`src/rtl/vfu_pkg.sv`:
```
// Shared widths and default sizing for the vector functional unit CFU glue.
package vfu_pkg;
  localparam int VEX_DATA_WIDTH      = 32;
  localparam int INSN_WIDTH          = 32;
  localparam int VLEN                = 64;
  localparam int MEM_DATA_WIDTH      = 64;
  localparam int RSP_DEPTH_DEFAULT   = 4;
  localparam int RSP_LATENCY_DEFAULT = 2;
endpackage

```
`src/rtl/vfu_rsp_fifo.sv`:
```
// In-order response queue: registered storage, combinational head read,
// pointers carry an extra wrap bit so full and empty are distinguishable.
module vfu_rsp_fifo import vfu_pkg::*; #(
  parameter int DATA_WIDTH = VEX_DATA_WIDTH,
  parameter int DEPTH      = RSP_DEPTH_DEFAULT
) (
  input  logic                  clk_i,
  input  logic                  rst_i,
  input  logic                  push_i,
  input  logic [DATA_WIDTH-1:0] push_data_i,
  input  logic                  pop_i,
  output logic                  full_o,
  output logic                  empty_o,
  output logic [DATA_WIDTH-1:0] head_o
);
  localparam int AW = $clog2(DEPTH);

  logic [DATA_WIDTH-1:0] mem_q [DEPTH];
  logic [AW:0]           wr_ptr_q, wr_ptr_d;
  logic [AW:0]           rd_ptr_q, rd_ptr_d;
  logic                  wr_en, rd_en;

  assign empty_o = (wr_ptr_q == rd_ptr_q);
  assign full_o  = (wr_ptr_q[AW] != rd_ptr_q[AW]) &&
                   (wr_ptr_q[AW-1:0] == rd_ptr_q[AW-1:0]);
  assign rd_en   = pop_i && !empty_o;
  // A full queue still takes a push when the head leaves in the same cycle.
  assign wr_en   = push_i && (!full_o || rd_en);
  assign head_o  = empty_o ? '0 : mem_q[rd_ptr_q[AW-1:0]];

  assign wr_ptr_d = wr_ptr_q + {{AW{1'b0}}, wr_en};
  assign rd_ptr_d = rd_ptr_q + {{AW{1'b0}}, rd_en};

  always_ff @(posedge clk_i or posedge rst_i) begin
    if (rst_i) begin
      wr_ptr_q <= '0;
      rd_ptr_q <= '0;
    end else begin
      wr_ptr_q <= wr_ptr_d;
      rd_ptr_q <= rd_ptr_d;
    end
  end

  always_ff @(posedge clk_i) begin
    if (wr_en) mem_q[wr_ptr_q[AW-1:0]] <= push_data_i;
  end
endmodule

```
`src/rtl/vfu_cmd_rsp_ctrl.sv`:
```
// CFU handshake stage: forwards commands to the vector core, captures each
// result a fixed latency after accept and returns it in order under credit.
module vfu_cmd_rsp_ctrl #(
  parameter int DATA_WIDTH = vfu_pkg::VEX_DATA_WIDTH,
  parameter int INSN_WIDTH = vfu_pkg::INSN_WIDTH,
  parameter int DEPTH      = vfu_pkg::RSP_DEPTH_DEFAULT,
  parameter int LATENCY    = vfu_pkg::RSP_LATENCY_DEFAULT
) (
  input  logic                         clk,
  input  logic                         reset,
  input  logic                         cmd_valid,
  output logic                         cmd_ready,
  input  logic [INSN_WIDTH-1:0]        cmd_payload_instruction,
  output logic [INSN_WIDTH-1:0]        core_insn,
  output logic                         core_cmd_valid,
  input  logic                         core_cmd_ready,
  input  logic [DATA_WIDTH-1:0]        core_rsp_data,
  output logic                         rsp_valid,
  input  logic                         rsp_ready,
  output logic [DATA_WIDTH-1:0]        rsp_payload_output,
  output logic [$clog2(DEPTH+1)-1:0]   outstanding,
  output logic                         overflow_err
);
  localparam int CW = $clog2(DEPTH+1);
  localparam logic [CW-1:0] FULL_CNT = CW'(DEPTH);
  localparam logic [CW-1:0] ONE_CNT  = CW'(1);

  logic [LATENCY-1:0] pipe_q;
  logic [CW-1:0]      cnt_q, cnt_d;
  logic               ovf_q;
  logic               credit, accept, pop, capture, drop;
  logic               q_empty, q_full;

  assign credit         = (cnt_q < FULL_CNT);
  assign cmd_ready      = core_cmd_ready & credit;
  assign core_cmd_valid = cmd_valid & credit;
  assign core_insn      = cmd_payload_instruction;
  assign accept         = cmd_valid & cmd_ready;

  assign rsp_valid      = !q_empty;
  assign pop            = rsp_valid & rsp_ready;
  assign capture        = pipe_q[LATENCY-1];
  assign drop           = capture & q_full & !pop;

  assign outstanding    = cnt_q;
  assign overflow_err   = ovf_q;

  always_comb begin
    cnt_d = cnt_q;
    if (accept && !pop)      cnt_d = cnt_q + ONE_CNT;
    else if (pop && !accept) cnt_d = cnt_q - ONE_CNT;
  end

  // Credit is returned from the registered count only, never combinationally.
  always_ff @(posedge clk or posedge reset) begin
    if (reset) begin
      pipe_q <= '0;
      cnt_q  <= '0;
      ovf_q  <= 1'b0;
    end else begin
      pipe_q[0] <= accept;
      for (int i = 1; i < LATENCY; i++) pipe_q[i] <= pipe_q[i-1];
      cnt_q <= cnt_d;
      if (drop) ovf_q <= 1'b1;
    end
  end

  vfu_rsp_fifo #(
    .DATA_WIDTH (DATA_WIDTH),
    .DEPTH      (DEPTH)
  ) u_rsp_fifo (
    .clk_i       (clk),
    .rst_i       (reset),
    .push_i      (capture),
    .push_data_i (core_rsp_data),
    .pop_i       (pop),
    .full_o      (q_full),
    .empty_o     (q_empty),
    .head_o      (rsp_payload_output)
  );
endmodule

```
`config.mk`:
```
export PLATFORM = sky130hd
export DESIGN_NAME = vfu_cmd_rsp_ctrl
export DESIGN_NICKNAME = d
export VERILOG_FILES = /design/src/rtl/vfu_pkg.sv /design/src/rtl/vfu_rsp_fifo.sv /design/src/rtl/vfu_cmd_rsp_ctrl.sv
export SDC_FILE = /design/constraint.sdc
export NUM_CORES = 1
export LEC_CHECK = 0
export CORE_MARGIN = 2
export CORE_UTILIZATION = 30
export DETAILED_ROUTE_END_ITERATION = 16
export PLACE_DENSITY = 0.63
export SKIP_CTS_REPAIR_TIMING = 1
export SYNTH_ARGS = -nofsm -noshare
export SYNTH_HDL_FRONTEND = slang
export SYNTH_SLANG_ARGS = --single-unit
export TNS_END_PERCENT = 50
```
`constraint.sdc`:
```
create_clock -name clk -period 4.3 [get_ports clk]
set_input_delay 0.86 -clock clk [delete_from_list [all_inputs] [get_ports clk]]
set_output_delay 0.86 -clock clk [all_outputs]
set_load 0.05 [all_outputs]
```
==> reports/qor.yml <==
fp-row-count: 50
clk_latency_ns: 0.41
via_count: 2657
nFillCells: 1661
synth_edf_count: 128
place_congestion: 0.669
maxCapViolations: 0
top_usage_layer: "met2"
dr.pass1.iters: 4
grt_pass1_vias: 2887
dp_hpwl_um: 6750
fin_crit_ns: 3.66
grt_start_max_net_pins: 34
hold_start: "pipe_q[0]"
ctsHtreeMaxLevel: 4
cts.clk_slew.worst_paths_ns: 0.06
synth_top_area_share_pct: 67.9
async_flop_share_pct: 8.57
ys_ff_latch: 140
synth_area_per_cell_um2: 20.1
wl_per_cell_um: 18.0
fin_worst_skew_ns: 0.00789
grt_pass1_wl_um: 16700
cts_tree: "built"
place_ws_ns: 1.02
drc: 0
dp.cells: 558
timing.final.crit_share_pct: 85.1
ys_seq_area_share_pct: 73.3
final_core_util_pct: 38.6
setup_tns_ns: 0
critPathLaunchType: "flip-flop"
synth_most_common_cell: "edfxtp_1"
cts-root-buf: "clkbuf_16"
final-hold-violation-count: 0
synth_area_leaders: "edfxtp_1, mux4_2, dfrtp_1, buf_4, nor2b_1"
placed_area_um2: 6520
worst_pin_slew_ns: 0.783
first_iter_violations: 144
netlist_area_um2: 5660
ys.flop_type: "edfxtp_1"
area_delta_synth_final_pct: 26.7
rsz0062_at_grt: "no"
rr_worst_depth: 10
vdd_drop_max_uv: 370
fmax_ghz: 0.273
slew_headroom_pct: 47.2
clockBufferDepth: 2
synthTopCellsByCount: "edfxtp_1, buf_4, nor2b_1, mux4_2, dfrtp_1"
antenna_found_initial: 0
io_pins: 140
nNetsFinal: 418
cts_buffers: 17
r2r-start: "u_rsp_fifo.rd_ptr_q[0]"
core_um2: 18600
dieArea_um2: 20000
gr-usage-met2_pct: 17.8
outcome: "completed"
cp_cell_sequence: "xor2_1 > nor3b_4 > buf_4 > nor2b_1 > clkdlybuf4s50_1"
powerDensity_nw_per_um2: 845
grt_usage_pct: 11.4
crit_arrival_ns: 2.80
die_h_um: 141
yosysTopAreaCell: "edfxtp_1"
hp-class: "flip-flop to flip-flop"
yosys_warnings: 0
layout-drive-gt1-share_pct: 23.0
use_met3_pct: 3.34
synth_nets: 356
syn_inst: 281
endpoint_kind: "output port"
via_per_inst: 4.50
finalSetupViolCount: 0
start_util_pct: 30.4
synthDistinctLibCells: 23
power.leakage_nw: 2.40
numClockSinks: 140
cpMaxStageDelayCell: "clkdlybuf4s50_1"
worst_hold_path.endpoint: "pipe_q[1]"
slowest_delay_ns: 0.84
r2r_setup_slack_ns: 1.69
path_class: "flip-flop to output port"
r2r-end: "outstanding[2]"
min_path_cells: 0
routed_wl_um: 10600
regArea_um2: 4150
die_w_um: 141
critPathRequiredTime_ns: 3.44
layout.cells.non_filler: 590
whs_ns: 0.362
fin_area_um2: 7170
multi_input_area_um2: 1220
total_power_mw: 6.05
overflow: 0
antenna_left: 0
path_max_fanout: 18
maxSlewViolCount: 0
grt.met1_usage_pct: 14.1
port_buffers: 75
n_antenna_cell: 0
final.setup.worst_slack_ns: 0.641
[metal layers]
metal	part of all wire, %	up-vias
met2	47	74
met3	5.7	39
li1	-	1183
met1	43	1361
met4	4.3	0
met5	0	-
[power by group]
part | internal [mW] | switching [mW] | leakage [nW]
combinational | 1.02 | 1.71 | 0.789
clock | 1.04 | 0.536 | 0.309
sequential | 1.64 | 0.105 | 1.30
[flip-flops by register name (all words and copies together), names as in the netlist]
signal / flops
u_rsp_fifo.mem_q: 128
outstanding: 3
u_rsp_fifo.rd_ptr_q: 3
u_rsp_fifo.wr_ptr_q: 3
pipe_q: 2
overflow_err: 1
[cell type report]
| type | count | area share, % |
|---|---|---|
| Clock inverter | 13 | 2.99 |
| Clock buffer | 19 | 6.04 |
| Tap cell | 234 | 4.09 |
| Sequential cell | 140 | 57.9 |
| Multi-Input combinational cell | 94 | 17.0 |
| Inverter | 4 | 0.210 |
| Timing Repair Buffer | 86 | 11.8 |
[how the worst max path moves through the flow]
stage	startpoint	endpoint	slack, ns	depth (start not counted)
after CTS	u_rsp_fifo.rd_ptr_q[0]	rsp_payload_output[2]	0.57	5
after global placement	u_rsp_fifo.rd_ptr_q[0]	rsp_payload_output[2]	1.05	5
after detailed placement	u_rsp_fifo.rd_ptr_q[0]	rsp_payload_output[2]	1.02	5
after floorplan	u_rsp_fifo.rd_ptr_q[0]	u_rsp_fifo.mem_q[1][0]	0.37	4
final	u_rsp_fifo.rd_ptr_q[0]	rsp_payload_output[2]	0.64	5
after global routing	u_rsp_fifo.rd_ptr_q[0]	rsp_payload_output[2]	0.47	5
[cells in the final DEF, fill, tap and decap left out, types with 3 or more instances in the layout]
master,count
xor2_1,6
inv_6,3
inv_1,4
clkdlybuf4s50_1,75
bufinv_16,5
edfxtp_1,128
dfrtp_1,10
buf_4,10
mux4_2,32
clkbuf_16,17
nor2b_1,35
ha_1,5
[logic make-up (layout without fill, tap and decap cells)]
| logic type | Yosys count | count (layout) | synth area share [%] |
|---|---|---|---|
| xor gates and xnor gates | 8 | 8 | 1.24 |
| buffers and inverters | 47 | 122 | 5.60 |
| and+or+nand+nor | 45 | 45 | 5.09 |
| AOI/OAI and AO/OA | 2 | 2 | 0.420 |
| adders and majority gates | 6 | 6 | 1.46 |
| DFF | 140 | 140 | 73.3 |
| muxes | 33 | 33 | 12.9 |
[critical path, delay by kind of cell (launching register included)]
kind,cells,cell delay (ns)
AND/OR/NAND/NOR,2,0.30
XOR/XNOR,1,0.39
flip-flops,1,0.63
buffers and inverters,2,1.07
No activity file was read; power rests on OpenSTA's default activity.
